--- src/rtl/note_divnum_gen.sv ---
// MIDI note to divider-value converter with optional portamento.
// Looks up a top-octave period, shifts it by octave, then slews div_num toward it.
module note_divnum_gen #(
    parameter int N = 20
) (
    input  logic         clk,
    input  logic         rst_n,
    input  logic         note_valid,
    output logic         note_ready,
    input  logic [6:0]   note_num,
    input  logic         note_on,
    input  logic [15:0]  glide_rate,
    output logic [N-1:0] div_num,
    output logic         div_update,
    output logic         gate,
    output logic         settled,
    output logic         sat
);

    typedef enum logic [1:0] {
        S_IDLE  = 2'd0,
        S_CALC  = 2'd1,
        S_GLIDE = 2'd2
    } state_t;

    localparam int W = N + 10;
    localparam logic [N-1:0] MAX_VAL = {N{1'b1}};
    localparam logic [N-1:0] ONE_VAL = {{(N-1){1'b0}}, 1'b1};

    state_t        state_q, state_d;
    logic [6:0]    note_q, note_d;
    logic [N-1:0]  div_q, div_d;
    logic [N-1:0]  target_q, target_d;
    logic [15:0]   presc_q, presc_d;
    logic          gate_q, gate_d;
    logic          settled_q, settled_d;
    logic          sat_q, sat_d;
    logic          upd_q, upd_d;
    logic          ready_q, ready_d;

    logic [6:0]    oct_s, semi_s;
    logic [13:0]   rom_s;
    logic [W-1:0]  val_s;
    logic [N-1:0]  calc_tgt_s;
    logic          calc_sat_s;
    logic          accept_s;
    logic          terminal_s;
    logic [N-1:0]  step_s;

    // Top-octave periods, MIDI 108..119.
    function automatic logic [13:0] rom_lookup(input logic [6:0] semi);
        logic [13:0] r;
        case (semi)
            7'd0:    r = 14'd11945;
            7'd1:    r = 14'd11274;
            7'd2:    r = 14'd10641;
            7'd3:    r = 14'd10044;
            7'd4:    r = 14'd9480;
            7'd5:    r = 14'd8948;
            7'd6:    r = 14'd8446;
            7'd7:    r = 14'd7972;
            7'd8:    r = 14'd7525;
            7'd9:    r = 14'd7102;
            7'd10:   r = 14'd6704;
            7'd11:   r = 14'd6327;
            default: r = 14'd0;
        endcase
        return r;
    endfunction

    assign accept_s   = note_valid && ready_q;
    assign note_ready = ready_q;
    assign div_num    = div_q;
    assign div_update = upd_q;
    assign gate       = gate_q;
    assign settled    = settled_q;
    assign sat        = sat_q;

    // Target lookup: octave shift computed wide enough that saturation is detectable.
    always_comb begin
        oct_s  = note_q / 7'd12;
        semi_s = note_q % 7'd12;
        rom_s  = rom_lookup(semi_s);
        val_s  = {W{1'b0}};
        if (oct_s == 7'd10) begin
            val_s = W'(rom_s) >> 1;
        end else begin
            val_s = W'(rom_s) << (7'd9 - oct_s);
        end
        calc_sat_s = |val_s[W-1:N];
        if (calc_sat_s) begin
            calc_tgt_s = MAX_VAL;
        end else begin
            calc_tgt_s = val_s[N-1:0];
        end
    end

    // Prescaler compare and single-count step toward the target.
    always_comb begin
        terminal_s = ({1'b0, presc_q} + 17'd1) >= {1'b0, glide_rate};
        if (div_q > target_q) begin
            step_s = div_q - ONE_VAL;
        end else begin
            step_s = div_q + ONE_VAL;
        end
    end

    // Next-state and output logic.
    always_comb begin
        state_d   = state_q;
        note_d    = note_q;
        div_d     = div_q;
        target_d  = target_q;
        presc_d   = presc_q;
        gate_d    = gate_q;
        settled_d = settled_q;
        sat_d     = sat_q;
        upd_d     = 1'b0;
        case (state_q)
            S_IDLE: begin
                if (accept_s && note_on) begin
                    note_d  = note_num;
                    state_d = S_CALC;
                end else if (accept_s) begin
                    gate_d = 1'b0;
                end else begin
                    state_d = S_IDLE;
                end
            end
            S_CALC: begin
                target_d = calc_tgt_s;
                sat_d    = calc_sat_s;
                gate_d   = 1'b1;
                presc_d  = 16'd0;
                if (glide_rate == 16'd0) begin
                    div_d     = calc_tgt_s;
                    upd_d     = (div_q != calc_tgt_s);
                    settled_d = 1'b1;
                    state_d   = S_IDLE;
                end else if (div_q == calc_tgt_s) begin
                    settled_d = 1'b1;
                    state_d   = S_IDLE;
                end else begin
                    settled_d = 1'b0;
                    state_d   = S_GLIDE;
                end
            end
            S_GLIDE: begin
                if (accept_s && note_on) begin
                    // Retarget: glide resumes from the present div_num after CALC.
                    note_d  = note_num;
                    state_d = S_CALC;
                end else begin
                    if (accept_s) begin
                        gate_d = 1'b0;
                    end else begin
                        gate_d = gate_q;
                    end
                    if (glide_rate == 16'd0) begin
                        div_d     = target_q;
                        upd_d     = (div_q != target_q);
                        settled_d = 1'b1;
                        state_d   = S_IDLE;
                    end else if (terminal_s) begin
                        div_d   = step_s;
                        upd_d   = 1'b1;
                        presc_d = 16'd0;
                        if (step_s == target_q) begin
                            settled_d = 1'b1;
                            state_d   = S_IDLE;
                        end else begin
                            state_d = S_GLIDE;
                        end
                    end else begin
                        presc_d = presc_q + 16'd1;
                    end
                end
            end
            default: begin
                state_d = S_IDLE;
            end
        endcase
        ready_d = (state_d != S_CALC);
    end

    // State and output registers.
    always_ff @(posedge clk or negedge rst_n) begin
        if (!rst_n) begin
            state_q   <= S_IDLE;
            note_q    <= 7'd0;
            div_q     <= {N{1'b0}};
            target_q  <= {N{1'b0}};
            presc_q   <= 16'd0;
            gate_q    <= 1'b0;
            settled_q <= 1'b1;
            sat_q     <= 1'b0;
            upd_q     <= 1'b0;
            ready_q   <= 1'b1;
        end else begin
            state_q   <= state_d;
            note_q    <= note_d;
            div_q     <= div_d;
            target_q  <= target_d;
            presc_q   <= presc_d;
            gate_q    <= gate_d;
            settled_q <= settled_d;
            sat_q     <= sat_d;
            upd_q     <= upd_d;
            ready_q   <= ready_d;
        end
    end

endmodule

--- config.mk ---
export PLATFORM = sky130hd
export DESIGN_NAME = note_divnum_gen
export DESIGN_NICKNAME = d
export VERILOG_FILES = /design/src/rtl/note_divnum_gen.sv
export SDC_FILE = /design/constraint.sdc
export NUM_CORES = 1
export LEC_CHECK = 0
export BUFFER_PORTS_ARGS = -buffer_cell sky130_fd_sc_hd__buf_2
export CAP_MARGIN = 20
export CELL_PAD_IN_SITES_DETAIL_PLACEMENT = 0
export CELL_PAD_IN_SITES_GLOBAL_PLACEMENT = 1
export CORE_MARGIN = 2
export CORE_UTILIZATION = 35
export CTS_CLUSTER_DIAMETER = 120
export CTS_CLUSTER_SIZE = 10
export DETAILED_ROUTE_END_ITERATION = 10
export GPL_ROUTABILITY_DRIVEN = 1
export GPL_TIMING_DRIVEN = 1
export PLACE_DENSITY_LB_ADDON = 0.05
export REMOVE_ABC_BUFFERS = 1
export SLEW_MARGIN = 20
export SYNTH_ARGS = -nofsm -noshare
export SYNTH_HDL_FRONTEND = slang
export SYNTH_SLANG_ARGS = --single-unit
--- constraint.sdc ---
create_clock -name clk -period 12.95 [get_ports clk]
set_input_delay 1.295 -clock clk [delete_from_list [all_inputs] [get_ports clk]]
set_output_delay 1.295 -clock clk [all_outputs]
set_load 0.03 [all_outputs]
==> flow_summary_export.csv <==
group,metric,value,unit
status,status,"finished clean",
die,core_area,0.02673,mm^2
critical_path,worst-path-buf-inv,4,
clocking,cts_tree,"done",
critical_path,crit_top_cell,"inv_1",
synthesis,synth-edff-count,0,
sta,post-route-period-util,50.66,%
critical_path,crit_path_end_kind,"flip-flop",
sta,slew_headroom,35.21,%
routing,post_drt_wl_per_cell,21.58,um
sta,layout_min_cycle_time,6.561,ns
clocking,cts_sinks,70,
synthesis,synth_area,0.009465,mm^2
synthesis,synth_cells,1222,
clocking,clockBufferDepth,2,
clocking,cts_resized,0,
job,max-cap-violations,0,
routing,drt_pre_antenna_iters,5,
clocking,cts_root_buffer,"clkbuf_16",
die,dieArea,0.02838,mm^2
sta,rsz0062_at_grt,"no",
die,die_h,168.5,um
clocking,cts_buffers,9,
hold_path,hp-class,"flip-flop to flip-flop",
sta,finalHoldViolCount,0,
global_route,gr-total-overflow,0,
routing,vias,9287,
finish,syn_to_final_growth,7.376,%
place,gp_congestion,0.9173,
finish,stdcell_count,1565,
synthesis,syn_area_per_cell,7.746,um^2
global_route,grtUsageTotal,24.08,%
synthesis,yosys-top-cells-area,"dfrtp_1, ha_1, nand2_1",
critical_path,crit_path_max_incr_delay,0.76,ns
routing,drc,0,
synthesis,yosysSeqAreaShare,18.53,%
die,io-pin-count,52,
synthesis,synth_cell_types,116,
sta,finalMaxSlewViolations,0,
finish,drive_gt1_share,13.40,%
global_route,grt_start_max_net_pins,73,
critical_path,critPathSlowestCell,"o21ai_1",
synthesis,async_flop_share,100.0,%
place,port_buffers,51,
clocking,hold_buffers,0,
die,row_count,60,
global_route,antenna_found_initial,0,
sta,worst_pin_slew,0.9654,ns
synthesis,yosys.area.top_type_share,17.98,%
finish,nets,1314,
global_route,grt_pass1_vias,8947,
synthesis,yosysWarnings,0,
clocking,path_clk_slew,0.08,ns
routing,wl,33780,um
clocking,insertion_delay,0.37,ns
synthesis,synthTopCellsByCount,"nand2_1, o21ai_0, nor2_1",
critical_path,path_class,"flip-flop to flip-flop",
critical_path,required,13.18,ns
sta,finalSetupTns,0,ns
critical_path,path_max_fanout,59,
synthesis,ys_seq_elements,70,
critical_path,critPathTopFamily,"compound AO/OA/AOI/OAI gates",
synthesis,synth_top_area_cell,"dfrtp_1",
place,dp.cells,1549,
sta,setup_viol,0,
synthesis,synth_most_common_cell,"nand2_1",
finish,n_antenna_cell,0,
synthesis,synth_top_flop_cell,"dfrtp_1",
clocking,cts_setup_buffers,0,
critical_path,start_kind,"flip-flop",
die,dieWidth,168.5,um
critical_path,critical_path_arrival,6.79,ns
global_route,grt_pass1_wl,53340,um
place,dp_hpwl,25250,um
sta,max_freq,152.4,MHz
sta,clock-skew-final,0.02061,ns
clocking,htreeDepth,3,
routing,drt_iter0_markers,705,
die,start_util,35.42,%
routing,ant_nets,0,
routing,vias_per_cell,5.934,
critical_path,path_cells,"buf_4, a21boi_1, or2_1, o21ai_1, inv_1, ha_1, inv_1, ha_1, inv_1, a2111oi_0, a21oi_1, o311ai_1, o311ai_1, xor2_1, o32a_1, nor2_1, o211ai_1, nor4_2, o22ai_1",
[sequential cells by signal, summed over array words and instances (netlist names)]
signal,count
div_num,20
target_q,20
presc_q,16
note_q,7
state_q,2
div_update,1
gate,1
note_ready,1
sat,1
settled,1
[worst paths after layout]
path / slack, ns / depth (start not counted) / to / start
worst max-delay path: 6.39 / 19 / state_q[1]$_DFF_PN0_ / note_q[6]$_DFFE_PN0P_
worst min-delay path: 0.50 / 2 / gate$_DFFE_PN0P_ / gate$_DFFE_PN0P_
worst max register to register: 6.39 / 19 / state_q[1]$_DFF_PN0_ / note_q[6]$_DFFE_PN0P_
worst min register to register: 0.50 / 2 / gate$_DFFE_PN0P_ / gate$_DFFE_PN0P_
max in group asynchronous: 11.03 / 2 / note_q[4]$_DFFE_PN0P_ / rst_n
min in group asynchronous: 0.82 / 1 / div_num[8]$_DFFE_PN0P_ / rst_n
[worst register-to-register path, cell delays in order (launching register included)]
cell and delay (ns):
dfrtp_2 0.34, buf_4 0.53, a21boi_1 0.25, or2_1 0.30, o21ai_1 0.76, inv_1 0.63, ha_1 0.37, inv_1 0.06
ha_1 0.52, inv_1 0.24, a2111oi_0 0.39, a21oi_1 0.11, o311ai_1 0.12, o311ai_1 0.30, xor2_1 0.24, o32a_1 0.36
nor2_1 0.09, o211ai_1 0.11, nor4_2 0.52, o22ai_1 0.19
[cells by family (layout without fill, tap and decap cells)]
family	count (synthesis)	in the layout	share of synthesized area [%]
AOI/OAI and AO/OA	412	412	31.16
xor gates and xnor gates	73	73	7.072
adders and majority gates	68	68	9.068
buffers and inverters	138	140	6.821
DFF	70	70	18.53
muxes	27	27	3.093
and+or+nand+nor	434	434	24.26
[routing by layer]
layer | global-route usage, % | vias to the layer above | part of all wire, %
met4 | 7.721 | 0 | 2.5
met5 | 0 | - | 0
met2 | 40.67 | 220 | 48
li1 | - | 4557 | -
met3 | 2.899 | 46 | 3.8
met1 | 32.10 | 4464 | 46
[area by class of cell]
cell class / instances / area [um^2]
clock buffer: 10 / 229.0
clock inverter: 6 / 93.84
fill: 2817 / 16560
inverter: 58 / 217.7
multi-input combinational: 1014 / 7066
sequential: 70 / 1760
tap: 341 / 426.7
timing repair buffer: 66 / 370.4
[through the flow]
stage / worst slack [ns] / hold WS (ns) / cell area (um^2) / utilization, %
after global placement: 6.562 / 0.4955 / 9841 / 36.82
after global routing: 5.749 / 0.5392 / 10160 / 38.03
after detailed placement: 6.511 / 0.4901 / 9841 / 36.82
after CTS: 6.480 / 0.5064 / 10160 / 38.03
final: 6.389 / 0.5043 / 10160 / 38.03
after floorplan: 7.145 / 0.4807 / 9037 / -
[placed cells by master (no fill, tap or decap), drive strengths merged, types with 8 or more instances in the layout]
| master | instances |
|---|---|
| a22oi | 8 |
| nand3b | 8 |
| o21ai | 107 |
| a31oi | 13 |
| o22ai | 22 |
| nand2b | 28 |
| and3 | 18 |
| o21a | 20 |
| o221ai | 8 |
| xnor2 | 48 |
| nor2b | 17 |
| a211oi | 10 |
| nor3 | 27 |
| and2 | 13 |
| a221oi | 11 |
| dfrtp | 68 |
| a21o | 17 |
| ha | 67 |
| o31ai | 18 |
| or3 | 8 |
| nor2 | 76 |
| nand3 | 31 |
| clkbuf | 10 |
| nand4 | 18 |
| inv | 59 |
| mux2 | 15 |
| nand2 | 132 |
| a2111oi | 8 |
| mux2i | 12 |
| buf | 66 |
| or2 | 8 |
| nor4 | 11 |
| a21oi | 72 |
| o211ai | 24 |
| xor2 | 25 |
Power is not shown: default switching activity piles up to over one toggle a cycle in this logic, so the estimate is an artifact.
